<file path="config.mk">
export PLATFORM = sky130hd
export DESIGN_NAME = serdes_tx_framer
export DESIGN_NICKNAME = d
export VERILOG_FILES = /design/src/rtl/serdes_pkg.sv /design/src/rtl/serdes_tx_framer.sv
export SDC_FILE = /design/constraint.sdc
export NUM_CORES = 1
export LEC_CHECK = 0
export ABC_CLOCK_PERIOD_IN_PS = 6950
export CAP_MARGIN = 20
export CORE_AREA = 2 2 76 78
export CTS_BUF_LIST = sky130_fd_sc_hd__clkbuf_8
export DETAILED_ROUTE_END_ITERATION = 10
export DIE_AREA = 0 0 78 80
export PLACE_DENSITY_LB_ADDON = 0.05
export SYNTH_ARGS = -nofsm -noshare
export SYNTH_HDL_FRONTEND = slang
export SYNTH_SLANG_ARGS = --single-unit
</file>
<file path="constraint.sdc">
create_clock -name clk -period 6.95 [get_ports clk]
set_clock_uncertainty 0.2 [all_clocks]
set_input_delay 0.695 -clock clk [delete_from_list [all_inputs] [get_ports clk]]
set_output_delay 0.695 -clock clk [all_outputs]
set_load 0.02 [all_outputs]
</file>
<file path="src/rtl/serdes_pkg.sv">
// serdes_pkg: frame FSM states and default sync word shared by the
// tx framer and the deserializer-side frame checker.
package serdes_pkg;

    typedef enum logic [2:0] {
        IDLE,
        W_SYNC,
        W_LEN,
        REQ,
        W_DATA,
        W_CSUM
    } frame_state_e;

    localparam logic [7:0] SYNC_WORD_DEFAULT = 8'hA5;

endpackage

</file>
<file path="src/rtl/serdes_tx_framer.sv">
// serdes_tx_framer: wraps a payload stream into SYNC, LEN, payload, CHECKSUM
// words and feeds them one at a time to the serializer load/tx_done handshake.
module serdes_tx_framer
    import serdes_pkg::*;
#(
    parameter int DATA_WIDTH = 8,
    parameter logic [DATA_WIDTH-1:0] SYNC_WORD = DATA_WIDTH'(SYNC_WORD_DEFAULT),
    parameter int MAX_LEN = 255
) (
    input  logic                  clk,
    input  logic                  rst_n,
    input  logic                  start,
    input  logic [DATA_WIDTH-1:0] frame_len,
    input  logic [DATA_WIDTH-1:0] s_data,
    input  logic                  s_valid,
    output logic                  s_ready,
    output logic [DATA_WIDTH-1:0] ser_data,
    output logic                  ser_load,
    input  logic                  ser_done,
    output logic                  busy,
    output logic                  frame_done,
    output logic                  len_err
);

    localparam logic [DATA_WIDTH-1:0] MAX_LEN_W = DATA_WIDTH'(MAX_LEN);

    frame_state_e          state, state_n;
    logic [DATA_WIDTH-1:0] rem, rem_n, csum, csum_n, data_n;
    logic                  load_n, busy_n, fdone_n, lerr_n, done_seen;

    // tx_done seen alongside our own load pulse belongs to the previous word
    assign done_seen = ser_done && !ser_load;
    assign s_ready   = (state == REQ);

    always_comb begin
        state_n = state;
        rem_n   = rem;
        csum_n  = csum;
        data_n  = ser_data;
        load_n  = 1'b0;
        busy_n  = busy;
        fdone_n = 1'b0;
        lerr_n  = 1'b0;
        case (state)
            IDLE: if (start) begin
                if (frame_len != '0 && frame_len <= MAX_LEN_W) begin
                    rem_n   = frame_len;
                    csum_n  = frame_len;
                    data_n  = SYNC_WORD;
                    load_n  = 1'b1;
                    busy_n  = 1'b1;
                    state_n = W_SYNC;
                end else begin
                    lerr_n = 1'b1;
                end
            end
            // csum still equals the latched length until the first payload word
            W_SYNC: if (done_seen) begin
                data_n  = csum;
                load_n  = 1'b1;
                state_n = W_LEN;
            end
            W_LEN: if (done_seen) state_n = REQ;
            REQ: if (s_valid) begin
                data_n  = s_data;
                csum_n  = csum ^ s_data;
                rem_n   = rem - 1'b1;
                load_n  = 1'b1;
                state_n = W_DATA;
            end
            W_DATA: if (done_seen) begin
                if (rem != '0) begin
                    state_n = REQ;
                end else begin
                    data_n  = csum;
                    load_n  = 1'b1;
                    state_n = W_CSUM;
                end
            end
            W_CSUM: if (done_seen) begin
                fdone_n = 1'b1;
                busy_n  = 1'b0;
                state_n = IDLE;
            end
            default: state_n = IDLE;
        endcase
    end

    always_ff @(posedge clk or negedge rst_n) begin
        if (!rst_n) begin
            state      <= IDLE;
            rem        <= '0;
            csum       <= '0;
            ser_data   <= '0;
            ser_load   <= 1'b0;
            busy       <= 1'b0;
            frame_done <= 1'b0;
            len_err    <= 1'b0;
        end else begin
            state      <= state_n;
            rem        <= rem_n;
            csum       <= csum_n;
            ser_data   <= data_n;
            ser_load   <= load_n;
            busy       <= busy_n;
            frame_done <= fdone_n;
            len_err    <= lerr_n;
        end
    end

endmodule

</file>
======== Word level (Yosys, flattened, before mapping) ========
Index checks and enable logic that the tools add are counted.
word-level totals
  flip-flop bits (word level) ............. 31
  output and inout port bits .............. 13
  word-level logic and storage cells ...... 74
cells by class
  $lt $le $gt $ge ......................... 1
  bitwise operators ....................... 1
  muxes and demuxes ....................... 37
  reduce and logical (&&, ||, !) cells .... 13
  add/sub/neg operators ................... 1
  equality and inequality tests ........... 13
operators by type and width
  cell                   number
  $mux W8                10
  $pmux W8 S2            2
  $pmux W8 S4            1
  $mux W3                8
  $pmux W3 S6            1
  $ne A2 B2 Y1 const B   8
  $reduce_bool A8 Y1     2
  $reduce_and A7 Y1      2
  $mux W1                13
  $le A8 B8 Y1 const B   1
  $reduce_and A4 Y1      2
  $sub A8 B1 Y8 const B  1
  $xor A8 B8 Y8          1
  $eq A3 B2 Y1 const B   2
  $eq A3 B3 Y1 const B   2
  $pmux W1 S4            1
  $reduce_bool A2 Y1     2
  $reduce_bool A4 Y1     1
  $eq A3 B1 Y1 const B   1
  $logic_not A3 Y1       1
  $logic_and A1 B1 Y1    2
  $pmux W1 S2            1
  $logic_not A1 Y1       1

======== Logic depth before layout (Yosys ltp) ========
  depth in word-level cells ............... 5
  depth in mapped cells ................... 8
  gate-level depth less buffers ........... 6

======== Worst setup path before layout ========
No wires, ideal clock.
  path kind ............................... input to register
  from .................................... input frame_len[6]
  to ...................................... register ser_data[0]
  buffers on the path ..................... 0
  data arrival time ....................... 2106 ps
  data required time ...................... 6625 ps
  stages .................................. 4
  library setup time ...................... 125 ps
  setup slack ............................. 4519 ps
  path through ............................ nor4_1 a21oi_2 nor4_4 mux2_2
on the way
  cells in the longest elaborated chain, start to end .. 4
  elaborated cells between the ends (all ways) .. 5
RTL lines
  what                                                       line                     source
  start: declaration                                         serdes_tx_framer.sv:13   input logic [DATA_WIDTH-1:0] frame_len,
  $le A8 B8 Y1 / $reduce_bool A8 Y1 (equally long branches)  serdes_tx_framer.sv:46   if (frame_len != '0 && frame_len <= MAX_LEN_W) begin
  $logic_and A1 B1 Y1 *                                      serdes_tx_framer.sv:46
  $ne A2 B2 Y1 (no line) *                                   n/a
  $reduce_and A7 Y1 (no line) *                              n/a
  end signal: assignment                                     serdes_tx_framer.sv:103  ser_data <= data_n;
  end: declaration                                           serdes_tx_framer.sv:17   output logic [DATA_WIDTH-1:0] ser_data,
Mark *: on every way between the ends. The rest lies on a longest branch, timed or not.
A chain may end at the register's enable or synchronous reset.

======== Worst setup path after layout ========
  from .................................... register state[1]
  to ...................................... output s_ready
on the way
  cells in the longest elaborated chain, start to end .. 1
RTL lines
  what                      line                     source
  start: declaration        serdes_tx_framer.sv:27   frame_state_e state, state_n;
  start signal: assignment  serdes_tx_framer.sv:100  state <= state_n;
  $eq A3 B2 Y1              serdes_tx_framer.sv:33   assign s_ready = (state == REQ);
  end: declaration          serdes_tx_framer.sv:16   output logic s_ready,
Every way passes these cells.

==> metrics.txt <==
average footprint of a synthesized cell 9.750 µm²; total power 0.9851 mW; DP Worst Slack 3.478 ns; count of input and output buffers 33; #FFs+latches synth 31; Cell Int Power 0.5645 mW; Starting DRT DRC Count 99; Die Area 6240 µm²; Remaining DRCs 0; shortest clock period the worst path allows after layout 3.591 ns; clock sink total 31; Finish-stage setup viols 0; cell accounting for the most synthesized area sky130_fd_sc_hd__dfrtp_1; EDFF count, synth 0; Initial Utilization 33.91%; post-synth net total 210; pwr dens 434.0 nW/µm²; total wire length after detailed routing 4960 µm; vertical die dimension 80 µm; crit path launch type register; cell area after technology mapping 1833 µm²; result of the run complete, no violations; overall global routing resource usage 17.14%; pin count of the biggest net entering global routing 32; Worst Path Class, Setup register to primary output; combinational power share 51.3%; CP peak stage delay 0.85 ns; biggest fanout along the worst timing path 24; most frequent cell after synthesis sky130_fd_sc_hd__dfrtp_1; number of maximum-capacitance constraint violations 0; crit end category primary output; critical-path cell with the highest stage delay sky130_fd_sc_hd__dfrtp_1; standard-cell row count 27; list of cells traversed by the critical path nand3b_4 -> inv_2 -> clkdlybuf4s50_1; number of nets in the layout 239; vias in the first global route 1619; clock tree buffer depth 2; FF-to-FF Start state[1]$_DFFE_PN0P_; post-synthesis cell count 188; number of CTS-inserted buffers 5; prevailing post-synth register cell sky130_fd_sc_hd__dfrtp_1; ANT cells 0; slack of the worst reg-to-reg path 3.45 ns; Synth area leaders sky130_fd_sc_hd__dfrtp_1 42%, sky130_fd_sc_hd__o22ai_1 5.5%, sky130_fd_sc_hd__mux2_2 4.9%; leak pwr 0.9398 nW; sequential area share after synthesis 42.32%; relative area change from synthesis to final layout 23.82%; routed length per placed instance 17.22 µm; number of top-level design ports 34; synth cell count leaders 31 x sky130_fd_sc_hd__dfrtp_1, 16 x sky130_fd_sc_hd__o22ai_1, 15 x sky130_fd_sc_hd__inv_1, 13 x sky130_fd_sc_hd__nor2_1, 10 x sky130_fd_sc_hd__a22oi_1; Worst slew margin 39.79%; setup repair after global routing missed its margin no; proportion of register bits with asynchronous set or reset after synthesis 100.0%; fraction of layout cells with a size suffix above 1 10.65%; Peak Freq 278.5 MHz; Ys Warns 0; worst skew pair latency 0.28 ns; antenna viol nets, final 0; Remaining Overflow, GRT 0; proportion of power drawn by the clock network 13.3%; die width 78 µm; detailed-routing iteration count for the pre-antenna-repair pass 4; power dissipated by switching net loads 0.4206 mW; area inside the core boundary 5405 µm²; fill cell total of the finished layout 548; global-route wire length before repair 8335 µm; data arrival time of the worst path 2.70 ns; clock-pin slew on the worst setup and hold paths 0.07 ns; max-slew violation count 0; clk root buf sky130_fd_sc_hd__clkbuf_8; number of hold-repair buffers added at the cts stage 0; routed vias 1622; TritonCTS clock tree built; area share of the largest cell type after synthesis 42.32%; Sw Ratio 42.70%; worst hold path type register to register; data required time at the worst endpoint 6.05 ns; IR drop worst, VDD 0.1541 mV; number of H-tree levels 2; number of buffers added for setup after CTS 0; accumulated negative setup slack 0 ns; Worst Setup SP state[1]$_DFFE_PN0P_; fraction of power consumed by sequential logic 35.4%; transition time at the pin with the least slew margin 0.9032 ns; estimated wirelength of the detail-placed design 3508 µm; launch instance of the worst min-delay path ser_data[3]$_DFFE_PN0P_; Final period util 51.67%; post-cts resize count 0; RePlAce Congestion 0.7633; Distinct cells, synth 43; via/cell ratio 5.632; Hold Vio Cnt, Final 0; Final WS setup 3.359 ns; antenna violations before repair 0
state kept, by name (all words and copies together) (netlist names):
signal	count
busy	1
csum	8
frame_done	1
len_err	1
rem	8
ser_data	8
ser_load	1
state	3
path summary, 6_finish.rpt:
path                                      endpoint  cells after the start
min reg2reg                ser_data[3]$_DFFE_PN0P_                      1
max reg2reg                     rem[1]$_DFFE_PN0P_                      5
min                        ser_data[3]$_DFFE_PN0P_                      1
max in group asynchronous       rem[0]$_DFFE_PN0P_                      2
min in group asynchronous     state[0]$_DFFE_PN0P_                      2
max                                        s_ready                      3
worst max-delay path, delay by kind of cell, from the launching register on:
kind                   cells  cell delay [ns]
and+or+nand+nor            1             0.42
buffers and inverters      2             1.14
DFF                        1             0.85
placed cells by master, fill, tap and decap left out, types with 2 or more instances in the layout:
master                            netlist  routed
sky130_fd_sc_hd__a21oi_1                5       5
sky130_fd_sc_hd__a22oi_1               10      10
sky130_fd_sc_hd__a2bb2oi_1              4       4
sky130_fd_sc_hd__a31oi_1                7       7
sky130_fd_sc_hd__and2_1                 2       2
sky130_fd_sc_hd__clkbuf_8               0       5
sky130_fd_sc_hd__clkdlybuf4s50_1        0      33
sky130_fd_sc_hd__dfrtp_1               31      31
sky130_fd_sc_hd__inv_1                 15      16
sky130_fd_sc_hd__mux2_2                 8       8
sky130_fd_sc_hd__mux2i_1                8       8
sky130_fd_sc_hd__nand2_1                4       4
sky130_fd_sc_hd__nand2b_1               3       3
sky130_fd_sc_hd__nand3_1                4       4
sky130_fd_sc_hd__nor2_1                13      13
sky130_fd_sc_hd__nor3_1                 5       5
sky130_fd_sc_hd__nor4_1                 3       3
sky130_fd_sc_hd__nor4_4                 2       2
sky130_fd_sc_hd__o21ai_0                9       9
sky130_fd_sc_hd__o22a_1                 3       3
sky130_fd_sc_hd__o22ai_1               16      16
sky130_fd_sc_hd__o2bb2ai_1              3       3
sky130_fd_sc_hd__o31ai_1                2       2
sky130_fd_sc_hd__or3_1                  2       2
metal layers:
layer  share of wire (%)  GRT usage [%]
met5                   0              0
met3                 4.9          4.072
met1                  45          22.55
met4                 2.2          5.789
met2                  48          27.67
metrics by stage:
step,hold slack (ns),instances,util [%],cell area (µm²)
2_1_floorplan,0.1994,188,-,1833
3_3_place_gp,0.2834,282,40.65,2197
3_5_place_dp,0.2860,282,40.65,2197
4_1_cts,0.3067,288,41.99,2270
5_1_grt,0.3316,288,41.99,2270
6_report,0.3032,288,41.99,2270
layout make-up:
type | instances | area, µm² | share of cell area, %
Clock buffer | 5 | 68.82 | 3.032
Clock inverter | 1 | 3.754 | 0.1654
Inverter | 16 | 60.06 | 2.646
Multi-Input combinational cell | 129 | 933.4 | 41.12
Sequential cell | 31 | 775.7 | 34.18
Tap cell | 72 | 90.09 | 3.969
Timing Repair Buffer | 34 | 337.8 | 14.88
cells by family after synthesis:
family	share of synthesized area, %
AO/OA/AOI/OAI	24.16
adder cells (fa/ha/maj)	0.6825
buffers and inverters	6.757
flip-flops	42.32
multiplexers	9.898
AND/OR/NAND/NOR	16.18
power by group through the flow:
| stage | registers [mW] | logic [mW] | clock network (mW) |
|---|---|---|---|
| 6_report | 0.349 | 0.505 | 0.131 |
| 5_1_grt | 0.366 | 0.556 | 0.144 |
| 4_1_cts | 0.349 | 0.509 | 0.135 |
| 3_3_place_gp | 0.349 | 0.502 | 0 |
| 2_1_floorplan | 0.337 | 0.373 | 0 |
| 3_5_place_dp | 0.351 | 0.508 | 0 |
(Power assumes the default switching activity.)
